File: src/rtl/mips_arb_pkg.sv
`default_nettype none
// +----------------------------------------------------------------------+
// | Module   : mips_arb_pkg                                               |
// | Purpose  : Shared types, constants and helpers for mips_bus_arbiter.  |
// | Revision : 1.0  initial release                                       |
// +----------------------------------------------------------------------+
package mips_arb_pkg;

    typedef enum logic [1:0] {
        IDLE  = 2'd0,
        INSTR = 2'd1,
        DATA  = 2'd2,
        DONE  = 2'd3
    } arb_state_t;

    localparam logic [3:0] BE_WORD = 4'b1111;

    // Avalon addresses are always presented word-aligned.
    function automatic logic [31:0] word_align(input logic [31:0] addr);
        return {addr[31:2], 2'b00};
    endfunction

endpackage
`default_nettype wire

File: src/rtl/mips_arb_ibuf.sv
`default_nettype none
// +----------------------------------------------------------------------+
// | Module   : mips_arb_ibuf                                              |
// | Purpose  : One-entry instruction buffer (word tag + valid bit).       |
// |            Only compiled when MIPS_ARB_IBUF_EN is defined; the data   |
// |            word itself lives in the arbiter's instr_readdata register.|
// | Revision : 1.0  initial release                                       |
// +----------------------------------------------------------------------+
`ifdef MIPS_ARB_IBUF_EN
module mips_arb_ibuf (
    input  logic        clk,
    input  logic        rst,
    input  logic [29:0] lookup_word_i,  // word address of the fetch being requested
    output logic        hit_o,
    input  logic        fill_i,         // an instruction fetch completed on the bus
    input  logic [29:0] fill_word_i,
    input  logic        inval_wr_i,     // a data write completed on the bus
    input  logic [29:0] inval_word_i,
    input  logic        flush_i         // bus timeout: drop the entry unconditionally
);
    logic [29:0] tag_q;
    logic        valid_q;

    assign hit_o = valid_q && (tag_q == lookup_word_i);

    // Tag/valid update: invalidation takes precedence over a fill.
    always_ff @(posedge clk or posedge rst) begin
        if (rst) begin
            tag_q   <= '0;
            valid_q <= 1'b0;
        end else if (flush_i || (inval_wr_i && valid_q && (inval_word_i == tag_q))) begin
            valid_q <= 1'b0;
        end else if (fill_i) begin
            tag_q   <= fill_word_i;
            valid_q <= 1'b1;
        end
    end
endmodule
`endif
`default_nettype wire

File: src/rtl/mips_bus_arbiter.sv
`default_nettype none
// +----------------------------------------------------------------------+
// | Module   : mips_bus_arbiter                                           |
// | Purpose  : Shares one Avalon-MM master between the Harvard CPU's      |
// |            instruction and data ports, stalling the CPU through       |
// |            clk_enable until all accesses of a CPU cycle are complete. |
// |            Define MIPS_ARB_IBUF_EN for a one-entry instruction buffer.|
// | Revision : 1.0  initial release                                       |
// +----------------------------------------------------------------------+
module mips_bus_arbiter
    import mips_arb_pkg::*;
#(
    parameter int DATA_FIRST = 0,   // 1: data access issued before the fetch
    parameter int MAX_WAIT   = 0    // waitrequest timeout in cycles, 0 = none (max 65535)
) (
    input  logic        clk,
    input  logic        rst,
    output logic        clk_enable,
    output logic        bus_error,
    input  logic        instr_read,
    input  logic [31:0] instr_address,
    output logic [31:0] instr_readdata,
    input  logic        data_read,
    input  logic        data_write,
    input  logic [31:0] data_address,
    input  logic [31:0] data_writedata,
    input  logic [3:0]  data_byteenable,
    output logic [31:0] data_readdata,
    output logic [31:0] address,
    output logic        read,
    output logic        write,
    output logic [31:0] writedata,
    output logic [3:0]  byteenable,
    input  logic [31:0] readdata,
    input  logic        waitrequest
);
    arb_state_t  state_q, state_d;
    logic [31:0] address_q, address_d;
    logic        read_q, read_d, write_q, write_d;
    logic [31:0] writedata_q, writedata_d;
    logic [3:0]  byteenable_q, byteenable_d;
    logic        clk_enable_q, clk_enable_d;
    logic        bus_error_q, bus_error_d;
    logic [31:0] instr_rdata_q, instr_rdata_d;
    logic [31:0] data_rdata_q, data_rdata_d;
    logic [15:0] cnt_q, cnt_d;
    // Requests captured in IDLE; inputs are ignored for the rest of the cycle.
    logic        pend_i_q, pend_i_d, pend_d_q, pend_d_d;
    logic [31:0] i_addr_q, i_addr_d, d_addr_q, d_addr_d, d_wdata_q, d_wdata_d;
    logic [3:0]  d_be_q, d_be_d;
    logic        d_rd_q, d_rd_d, d_wr_q, d_wr_d;

    logic        w_launch;
    arb_state_t  w_next;
    logic        w_timeout;
    logic [15:0] w_cnt_inc;
    logic        w_ibuf_hit;

`ifdef MIPS_ARB_IBUF_EN
    mips_arb_ibuf u_ibuf (
        .clk          (clk),
        .rst          (rst),
        .lookup_word_i(instr_address[31:2]),
        .hit_o        (w_ibuf_hit),
        .fill_i       (state_q == INSTR && !waitrequest),
        .fill_word_i  (i_addr_q[31:2]),
        .inval_wr_i   (state_q == DATA && !waitrequest && d_wr_q),
        .inval_word_i (d_addr_q[31:2]),
        .flush_i      (w_timeout)
    );
`else
    assign w_ibuf_hit = 1'b0;
`endif

    // Choose the next access from the pending flags in the configured order.
    function automatic arb_state_t pick(input logic pi, input logic pd);
        if (!pi && !pd)
            return DONE;
        else if (DATA_FIRST != 0)
            return pd ? DATA : INSTR;
        else
            return pi ? INSTR : DATA;
    endfunction

    assign w_cnt_inc = cnt_q + 16'd1;

    // Next-state logic: sequencing, Avalon handshake, timeout and output loading.
    always_comb begin
        state_d       = state_q;
        address_d     = address_q;
        read_d        = read_q;
        write_d       = write_q;
        writedata_d   = writedata_q;
        byteenable_d  = byteenable_q;
        clk_enable_d  = 1'b0;
        bus_error_d   = bus_error_q;
        instr_rdata_d = instr_rdata_q;
        data_rdata_d  = data_rdata_q;
        cnt_d         = cnt_q;
        pend_i_d      = pend_i_q;
        pend_d_d      = pend_d_q;
        i_addr_d      = i_addr_q;
        d_addr_d      = d_addr_q;
        d_wdata_d     = d_wdata_q;
        d_be_d        = d_be_q;
        d_rd_d        = d_rd_q;
        d_wr_d        = d_wr_q;
        w_launch      = 1'b0;
        w_next        = DONE;
        w_timeout     = 1'b0;

        case (state_q)
            IDLE: begin
                i_addr_d  = instr_address;
                d_addr_d  = data_address;
                d_wdata_d = data_writedata;
                d_be_d    = data_byteenable;
                d_rd_d    = data_read;
                d_wr_d    = data_write;
                pend_i_d  = instr_read && !w_ibuf_hit;
                pend_d_d  = data_read || data_write;
                w_launch  = 1'b1;
                w_next    = pick(pend_i_d, pend_d_d);
            end
            INSTR, DATA: begin
                if (!waitrequest) begin
                    if (state_q == INSTR)
                        instr_rdata_d = readdata;
                    else if (d_rd_q && !d_wr_q)
                        data_rdata_d = readdata;
                    w_launch = 1'b1;
                    w_next   = pick(pend_i_q, pend_d_q);
                end else if ((MAX_WAIT != 0) && (w_cnt_inc == 16'(MAX_WAIT))) begin
                    // Abandon the whole CPU cycle; the CPU still gets its pulse.
                    w_timeout   = 1'b1;
                    bus_error_d = 1'b1;
                    pend_i_d    = 1'b0;
                    pend_d_d    = 1'b0;
                    w_launch    = 1'b1;
                    w_next      = DONE;
                end else begin
                    cnt_d = w_cnt_inc;
                end
            end
            DONE: begin
                state_d = IDLE;
            end
            default: begin
                state_d = IDLE;
            end
        endcase

        if (w_launch) begin
            state_d = w_next;
            cnt_d   = '0;
            case (w_next)
                INSTR: begin
                    address_d    = word_align(i_addr_d);
                    read_d       = 1'b1;
                    write_d      = 1'b0;
                    byteenable_d = BE_WORD;
                    pend_i_d     = 1'b0;
                end
                DATA: begin
                    // A combined read+write performs only the write.
                    address_d    = word_align(d_addr_d);
                    read_d       = d_rd_d && !d_wr_d;
                    write_d      = d_wr_d;
                    byteenable_d = d_be_d;
                    writedata_d  = d_wdata_d;
                    pend_d_d     = 1'b0;
                end
                default: begin
                    read_d       = 1'b0;
                    write_d      = 1'b0;
                    clk_enable_d = 1'b1;
                end
            endcase
        end
    end

    // State and output registers; reset drops the bus strobes immediately.
    always_ff @(posedge clk or posedge rst) begin
        if (rst) begin
            state_q       <= IDLE;
            address_q     <= '0;
            read_q        <= 1'b0;
            write_q       <= 1'b0;
            writedata_q   <= '0;
            byteenable_q  <= '0;
            clk_enable_q  <= 1'b0;
            bus_error_q   <= 1'b0;
            instr_rdata_q <= '0;
            data_rdata_q  <= '0;
            cnt_q         <= '0;
            pend_i_q      <= 1'b0;
            pend_d_q      <= 1'b0;
            i_addr_q      <= '0;
            d_addr_q      <= '0;
            d_wdata_q     <= '0;
            d_be_q        <= '0;
            d_rd_q        <= 1'b0;
            d_wr_q        <= 1'b0;
        end else begin
            state_q       <= state_d;
            address_q     <= address_d;
            read_q        <= read_d;
            write_q       <= write_d;
            writedata_q   <= writedata_d;
            byteenable_q  <= byteenable_d;
            clk_enable_q  <= clk_enable_d;
            bus_error_q   <= bus_error_d;
            instr_rdata_q <= instr_rdata_d;
            data_rdata_q  <= data_rdata_d;
            cnt_q         <= cnt_d;
            pend_i_q      <= pend_i_d;
            pend_d_q      <= pend_d_d;
            i_addr_q      <= i_addr_d;
            d_addr_q      <= d_addr_d;
            d_wdata_q     <= d_wdata_d;
            d_be_q        <= d_be_d;
            d_rd_q        <= d_rd_d;
            d_wr_q        <= d_wr_d;
        end
    end

    assign clk_enable     = clk_enable_q;
    assign bus_error      = bus_error_q;
    assign instr_readdata = instr_rdata_q;
    assign data_readdata  = data_rdata_q;
    assign address        = address_q;
    assign read           = read_q;
    assign write          = write_q;
    assign writedata      = writedata_q;
    assign byteenable     = byteenable_q;

endmodule
`default_nettype wire

File: config.mk
export PLATFORM = sky130hd
export DESIGN_NAME = mips_bus_arbiter
export DESIGN_NICKNAME = d
export VERILOG_FILES = /design/src/rtl/mips_arb_pkg.sv /design/src/rtl/mips_arb_ibuf.sv /design/src/rtl/mips_bus_arbiter.sv
export SDC_FILE = /design/constraint.sdc
export NUM_CORES = 1
export LEC_CHECK = 0
export ABC_AREA = 1
export BUFFER_PORTS_ARGS = -buffer_cell sky130_fd_sc_hd__buf_2
export CAP_MARGIN = 15
export CORE_AREA = 2 2 168 170
export CTS_BUF_LIST = sky130_fd_sc_hd__clkbuf_8
export CTS_CLUSTER_SIZE = 14
export DETAILED_ROUTE_END_ITERATION = 7
export DIE_AREA = 0 0 170 172
export GPL_TIMING_DRIVEN = 1
export SYNTH_ARGS = -nofsm -noshare
export SYNTH_HDL_FRONTEND = slang
export SYNTH_HIERARCHICAL = 1
export SYNTH_SLANG_ARGS = --single-unit
File: constraint.sdc
create_clock -name clk -period 9.4 [get_ports clk]
set_input_delay 1.88 -clock clk [delete_from_list [all_inputs] [get_ports clk]]
set_output_delay 1.88 -clock clk [all_outputs]
set_load 0.03 [all_outputs]
==> flow_metrics.py, run 1 <==
metrics = {
    "run_status": {
        "outcome": "finished clean",
    },
    "drt": {
        "via_count": 7652,
        "drc": 0,
        "route.detailed.vias_per_inst": 4.42,
        "wl_um": 24500,
        "detail_route.first_pass.iterations": 4,
        "detailedRoute.firstIterationViolations": 409,
        "ant_nets": 0,
        "post_drt_wl_per_cell_um": 14.2,
    },
    "worst_setup_path": {
        "critical_path_peak_fanout": 36,
        "r2r_slack_ns": 5.67,
        "critical_path.reg2reg.endpoint": "address[11]",
        "reg2reg_from": "state_q[1]",
        "crit_path_top_delay_cell": "sky130_fd_sc_hd__nor2_8",
        "cp_class": "in2reg",
        "crit_path_end_kind": "flip-flop",
        "start_kind": "input pin",
        "cp_common_cell": "sky130_fd_sc_hd__nand2_1",
        "critPathMaxStageDelay_ns": 0.51,
        "cp_data_arrival_time_ns": 4.16,
        "cp_data_required_time_ns": 9.81,
        "worst_r2r_path_cells": 11,
        "crit_path_cell_trace": "buf_2 -> inv_1 -> nand2_1 -> nand2_1 -> o21ai_0 -> nor2_1 -> inv_1 -> ha_1 -> nor2_8 -> inv_2 -> nand2_1 -> nand2_1",
    },
    "timing": {
        "min_period_over_period_pct": 39.9,
        "grt_setup_unrepaired": "no",
        "worst_slew_pin_slew_ns": 1.05,
        "fin_setup_tns_ns": 0,
        "finalWorstPathRequiredPeriod_ns": 3.76,
        "fin_worst_hold_slack_ns": 0.463,
        "timing.slew.headroom_pct": 29.6,
        "finalSetupViolations": 0,
        "max_freq_mhz": 266,
        "final_hold_vio_count": 0,
        "fin_worst_skew_ns": 0.0172,
        "maxSlewViolCount": 0,
    },
    "synthesis": {
        "ys_ff_latch": 235,
        "post_synth_xor_area_fraction_pct": 0,
        "synth_compound_area_share_pct": 4.22,
        "synth-simple-area-share_pct": 27.1,
        "muxShareOfSynthArea_pct": 0,
        "netlist_area_um2": 9420,
        "syn_avg_cell_area_um2": 8.59,
        "synth_cells": 1096,
        "ys_seq_area_share_pct": 62.4,
        "synth_adder_area_share_pct": 0.664,
        "ys.warnings.count": 6,
        "ys_types": 25,
        "synth_top_family_by_area": "simple AND/OR/NAND/NOR gates",
    },
    "flow_run": {
        "cap_viol_max_count": 0,
    },
    "hold_path": {
        "hold_path_depth": 2,
        "worst_hold_path.endpoint": "byteenable[3]",
        "hold_path.class": "reg2reg",
        "worst_hold_startpoint": "byteenable[3]",
    },
    "clocking": {
        "worst_setup_hold_path_clk_slew_ns": 0.06,
        "tritoncts": "done",
        "cts_setup_buffers": 0,
        "tritoncts.num_buffers": 42,
        "post_cts_resized": 0,
        "insertion_delay_ns": 0.53,
        "hold_buffers": 0,
        "clock_path_buffers": 3,
        "cts-htree-levels": 2,
        "clockRootBuffer": "sky130_fd_sc_hd__clkbuf_8",
        "cts_sinks": 235,
    },
    "die": {
        "io_pins": 274,
        "die_area_um2": 29200,
        "initial_utilization_pct": 34.3,
        "rows": 61,
        "core_um2": 27500,
        "die-width_um": 170,
        "dieHeight_um": 172,
    },
    "place": {
        "io_buffers": 266,
        "detailedPlacementHpwl_um": 15400,
        "routabilityCongestion": 0.745,
    },
    "global_route": {
        "global_route_wire_length_before_repair_um": 38700,
        "grt_antenna_before_repair": 6,
        "grt_max_degree": 99,
        "vias_in_the_first_global_route": 7596,
        "global_route.overflow_total": 0,
        "groute.usage.overall_pct": 16.6,
    },
    "finish": {
        "mostFrequentLayoutCells": "sky130_fd_sc_hd__nand2_1, sky130_fd_sc_hd__buf_2, sky130_fd_sc_hd__dfrtp_1, sky130_fd_sc_hd__o21ai_0, sky130_fd_sc_hd__inv_1",
        "area.sequential_um2": 5880,
        "multi_input_comb_area_um2": 3040,
        "mostFrequentLayoutCell": "sky130_fd_sc_hd__nand2_1",
        "final_layout_size_suffix_gt1_share_pct": 24.8,
        "nFillCells": 2809,
        "syn2layout_area_growth_pct": 24.8,
        "design.final.nets": 1501,
    },
    "pwr": {
        "power_per_cell_area_nw_per_um2": 424,
        "switchingPower_mw": 2.34,
        "sequentialPowerShare_pct": 33.6,
        "netSwitchingFraction_pct": 46.9,
        "comb_power_share_pct": 48.0,
        "pwr-share-clk_pct": 18.4,
        "worst_ir_drop_vdd_mv": 0.256,
        "intPower_mw": 2.65,
        "leakage_nw": 6.85,
    },
}
layer usage:
layer	routed length (um)	share of wire, %	up-vias	global-route usage, %
met5	27	0.11	-	0
met3	2200	9.0	57	6.02
met4	701	2.9	4	5.61
li1	-	-	3839	-
met2	10900	45	266	26.5
met1	10700	43	3486	20.8
cells by family after synthesis:
| group | Yosys count |
|---|---|
| flops | 235 |
| simple gates | 666 |
| compound gates | 78 |
| buf+inv | 111 |
| fa+ha+maj | 5 |
| other cells | 1 |
power by group through the flow:
stage               clock network, mW  logic [mW]  registers (mW)
floorplan                           0        1.32            2.17
global placement                    0        2.41            1.68
detailed placement                  0        2.45            1.69
CTS                             0.953        2.45            1.68
global route                    0.998        2.72            1.73
finish                          0.918        2.39            1.68
metrics by stage:
step	worst slack (ns)	instances	area (um2)	total power, mW	utilization, %
global placement	5.09	1660	10900	4.09	39.8
CTS	5.56	1728	11700	5.08	42.8
finish	5.64	1731	11800	4.99	42.8
detailed placement	5.03	1660	10900	4.14	39.8
floorplan	1.07	1098	9430	3.49	-
global route	5.25	1730	11800	5.45	42.8
flip-flops by register name, summed over array words and instances (netlist names):
name / cells
address: 30
i_addr_q: 30
d_rd_q: 1
d_addr_q: 30
d_wr_q: 1
instr_readdata: 32
state_q: 2
pend_d_q: 1
pend_i_q: 1
d_be_q: 4
write: 1
d_wdata_q: 32
read: 1
clk_enable: 1
byteenable: 4
data_readdata: 32
writedata: 32
critical path: cells and delay by family:
kind | cells | cell delay (ns)
buf+inv | 4 | 0.78
simple gates | 6 | 1.01
compound gates | 1 | 0.11
fa+ha+maj | 1 | 0.38
synth_stat cells:
library cell	instances	share of area (%)
sky130_fd_sc_hd__clkbuf_1	15	0.60
sky130_fd_sc_hd__nor2_4	1	0.12
sky130_fd_sc_hd__buf_1	4	0.16
sky130_fd_sc_hd__nand3_1	4	0.21
sky130_fd_sc_hd__buf_6	6	0.72
sky130_fd_sc_hd__nor3_1	1	0.053
sky130_fd_sc_hd__o31ai_1	1	0.080
sky130_fd_sc_hd__dfrtp_1	235	62
sky130_fd_sc_hd__nand2_4	1	0.12
sky130_fd_sc_hd__nand3_2	1	0.11
sky130_fd_sc_hd__nor2_8	1	0.21
sky130_fd_sc_hd__buf_4	8	0.64
sky130_fd_sc_hd__nand2_2	2	0.13
sky130_fd_sc_hd__o21a_1	1	0.080
sky130_fd_sc_hd__inv_1	51	2.0
sky130_fd_sc_hd__nor2_1	4	0.16
sky130_fd_sc_hd__and2_1	1	0.066
sky130_fd_sc_hd__inv_2	3	0.12
sky130_fd_sc_hd__o21ai_0	75	4.0
sky130_fd_sc_hd__buf_2	23	1.2
sky130_fd_sc_hd__o21bai_1	1	0.080
sky130_fd_sc_hd__conb_1	1	0.040
sky130_fd_sc_hd__nand2_1	650	26
sky130_fd_sc_hd__inv_4	1	0.066
sky130_fd_sc_hd__ha_1	5	0.66
cell type report:
class | instances | share of cell area [%]
sequential | 235 | 50.0
multi-input combinational | 752 | 25.8
timing repair buffer | 272 | 11.7
clock buffer | 54 | 6.32
tap | 346 | 3.68
inverter | 55 | 1.84
clock inverter | 14 | 0.511
antenna | 3 | 0.0639
worst max-delay path by stage:
stage,start,end
after floorplan,rst,address[10]
final,waitrequest,address[11]
after global placement,waitrequest,byteenable[1]
after global routing,state_q[1],byteenable[1]
after detailed placement,waitrequest,address[4]
after CTS,state_q[1],address[4]
Note: power is estimated with default switching activity, not from simulation.
==> run 2: changes to the inputs <==
==> constraint.sdc (replaced) <==
create_clock -name clk -period 3.8 [get_ports clk]
set_input_delay 0.76 -clock clk [delete_from_list [all_inputs] [get_ports clk]]
set_output_delay 0.76 -clock clk [all_outputs]
set_load 0.03 [all_outputs]
==> run 2 against run 1 <==
Combinational power grew 150%; via count shrank 0.20%; first-iteration DRC count shrank 4.9%; worst setup slack lost 4.6 ns; sequential power grew 150%; cell count grew 0.29%; largest power group unchanged.
==> flow_metrics.py, run 2 (synthesis results as in run 1) <==
metrics = {
    "finish": {
        "final_cells": 1736,
        "mostFrequentLayoutCell": "sky130_fd_sc_hd__nand2_1",
        "design.final.nets": 1504,
        "area.sequential_um2": 5880,
        "final_non_filler_cell_area_um2": 11800,
        "nFillCells": 2851,
        "syn2layout_area_growth_pct": 25.4,
        "multi_input_comb_area_um2": 3040,
        "post-route-util_pct": 43.0,
        "mostFrequentLayoutCells": "sky130_fd_sc_hd__nand2_1, sky130_fd_sc_hd__buf_2, sky130_fd_sc_hd__dfrtp_1, sky130_fd_sc_hd__o21ai_0, sky130_fd_sc_hd__inv_1",
        "final_layout_size_suffix_gt1_share_pct": 24.9,
    },
    "drt": {
        "detailedRoute.firstIterationViolations": 389,
        "route.detailed.vias_per_inst": 4.40,
        "detail_route.first_pass.iterations": 4,
        "wl_um": 24300,
        "via_count": 7637,
        "post_drt_wl_per_cell_um": 14.0,
        "ant_nets": 0,
        "drc": 0,
    },
    "die": {
        "core_um2": 27500,
        "die_area_um2": 29200,
        "initial_utilization_pct": 34.3,
        "die-width_um": 170,
        "io_pins": 274,
        "dieHeight_um": 172,
        "rows": 61,
    },
    "timing": {
        "grt_setup_unrepaired": "no",
        "fin_worst_hold_slack_ns": 0.384,
        "worst_slew_pin_slew_ns": 1.04,
        "finalSetupViolations": 0,
        "timing.slew.headroom_pct": 30.1,
        "final_hold_vio_count": 0,
        "fin_setup_tns_ns": 0,
        "fin_worst_skew_ns": 0.0231,
        "post-route-worst-setup-slack_ns": 1.07,
        "max_freq_mhz": 367,
        "finalWorstPathRequiredPeriod_ns": 2.73,
        "min_period_over_period_pct": 71.8,
        "maxSlewViolCount": 0,
    },
    "worst_setup_path": {
        "critical_path.reg2reg.endpoint": "address[20]",
        "r2r_slack_ns": 1.07,
        "cp_data_arrival_time_ns": 3.14,
        "critical_path_peak_fanout": 37,
        "cp_data_required_time_ns": 4.21,
        "critPathMaxStageDelay_ns": 0.44,
        "worst_r2r_path_cells": 11,
        "cp_class": "reg2reg",
        "start_kind": "flip-flop",
        "reg2reg_from": "state_q[1]",
        "crit_path_cell_trace": "inv_1 -> ha_4 -> inv_4 -> o21ai_0 -> nor2_1 -> inv_1 -> ha_1 -> nor2_8 -> inv_2 -> nand2_1 -> nand2_1",
        "crit_path_end_kind": "flip-flop",
        "crit_path_top_delay_cell": "sky130_fd_sc_hd__ha_4",
    },
    "pwr": {
        "power_per_cell_area_nw_per_um2": 1050,
        "worst_ir_drop_vdd_mv": 0.545,
        "sequentialPowerShare_pct": 33.5,
        "netSwitchingFraction_pct": 46.9,
        "switchingPower_mw": 5.82,
        "pwr-share-clk_pct": 18.5,
        "leakage_nw": 6.88,
        "report.power.total_mw": 12.4,
        "intPower_mw": 6.59,
        "comb_power_share_pct": 48.1,
    },
    "global_route": {
        "groute.usage.overall_pct": 16.5,
        "global_route.overflow_total": 0,
        "vias_in_the_first_global_route": 7502,
        "global_route_wire_length_before_repair_um": 38600,
        "grt_max_degree": 151,
        "grt_antenna_before_repair": 4,
    },
    "place": {
        "detailedPlacementHpwl_um": 15100,
        "post_place_worst_slack_ns": 0.922,
        "routabilityCongestion": 0.749,
        "io_buffers": 266,
        "placed_cells": 1662,
        "instance_area_at_placement_um2": 11000,
    },
    "clocking": {
        "insertion_delay_ns": 0.54,
        "clockRootBuffer": "sky130_fd_sc_hd__clkbuf_8",
        "cts_sinks": 235,
        "tritoncts.num_buffers": 43,
        "tritoncts": "done",
        "cts-htree-levels": 2,
        "hold_buffers": 0,
        "clock_path_buffers": 3,
        "cts_setup_buffers": 0,
        "post_cts_resized": 0,
        "worst_setup_hold_path_clk_slew_ns": 0.06,
    },
    "hold_path": {
        "hold_path.class": "in2async",
    },
    "flow_run": {
        "cap_viol_max_count": 0,
    },
    "run_status": {
        "outcome": "finished clean",
    },
}
[run 2: power by group through the flow]
| stage | registers (mW) | logic, mW | clock network [mW] |
|---|---|---|---|
| floorplan | 5.37 | 3.27 | 0 |
| global route | 4.29 | 6.74 | 2.51 |
| detailed placement | 4.19 | 6.09 | 0 |
| CTS | 4.16 | 6.10 | 2.38 |
| finish | 4.15 | 5.96 | 2.29 |
| global placement | 4.16 | 6.02 | 0 |
[run 2: final cells by class]
class | count | area share, %
Clock buffer | 54 | 6.29
Inverter | 55 | 1.80
Multi-Input combinational cell | 752 | 25.7
Tap cell | 346 | 3.67
Timing Repair Buffer | 274 | 12.0
Antenna cell | 2 | 0.0424
Clock inverter | 18 | 0.678
Sequential cell | 235 | 49.8
[run 2: worst max-delay path by stage]
stage                 from           to  slack, ns  cells after the start
3_3_place_gp   waitrequest  address[12]       0.94                     12
3_5_place_dp   waitrequest   address[2]       0.92                     12
6_report        state_q[1]  address[20]       1.07                     11
5_1_grt         state_q[1]  address[22]       0.81                     11
4_1_cts         state_q[1]   address[2]       0.99                     11
2_1_floorplan          rst  address[10]      -0.04                      1
[run 2: critical path, delay by kind of cell, from the launching register on]
| family | cells | cell delay (ns) |
|---|---|---|
| AO/OA/AOI/OAI | 1 | 0.25 |
| AND/OR/NAND/NOR | 4 | 0.60 |
| buffers and inverters | 4 | 0.63 |
| flip-flops | 1 | 0.38 |
| adder cells (fa/ha/maj) | 2 | 0.73 |
[run 2: metal layers]
| metal | global-route usage [%] | part of all wire [%] | wire length, um |
|---|---|---|---|
| met4 | 4.68 | 2.2 | 536 |
| met5 | 0 | 0.053 | 13 |
| met1 | 21.8 | 45 | 11000 |
| met2 | 25.9 | 45 | 10900 |
| met3 | 5.54 | 7.7 | 1880 |
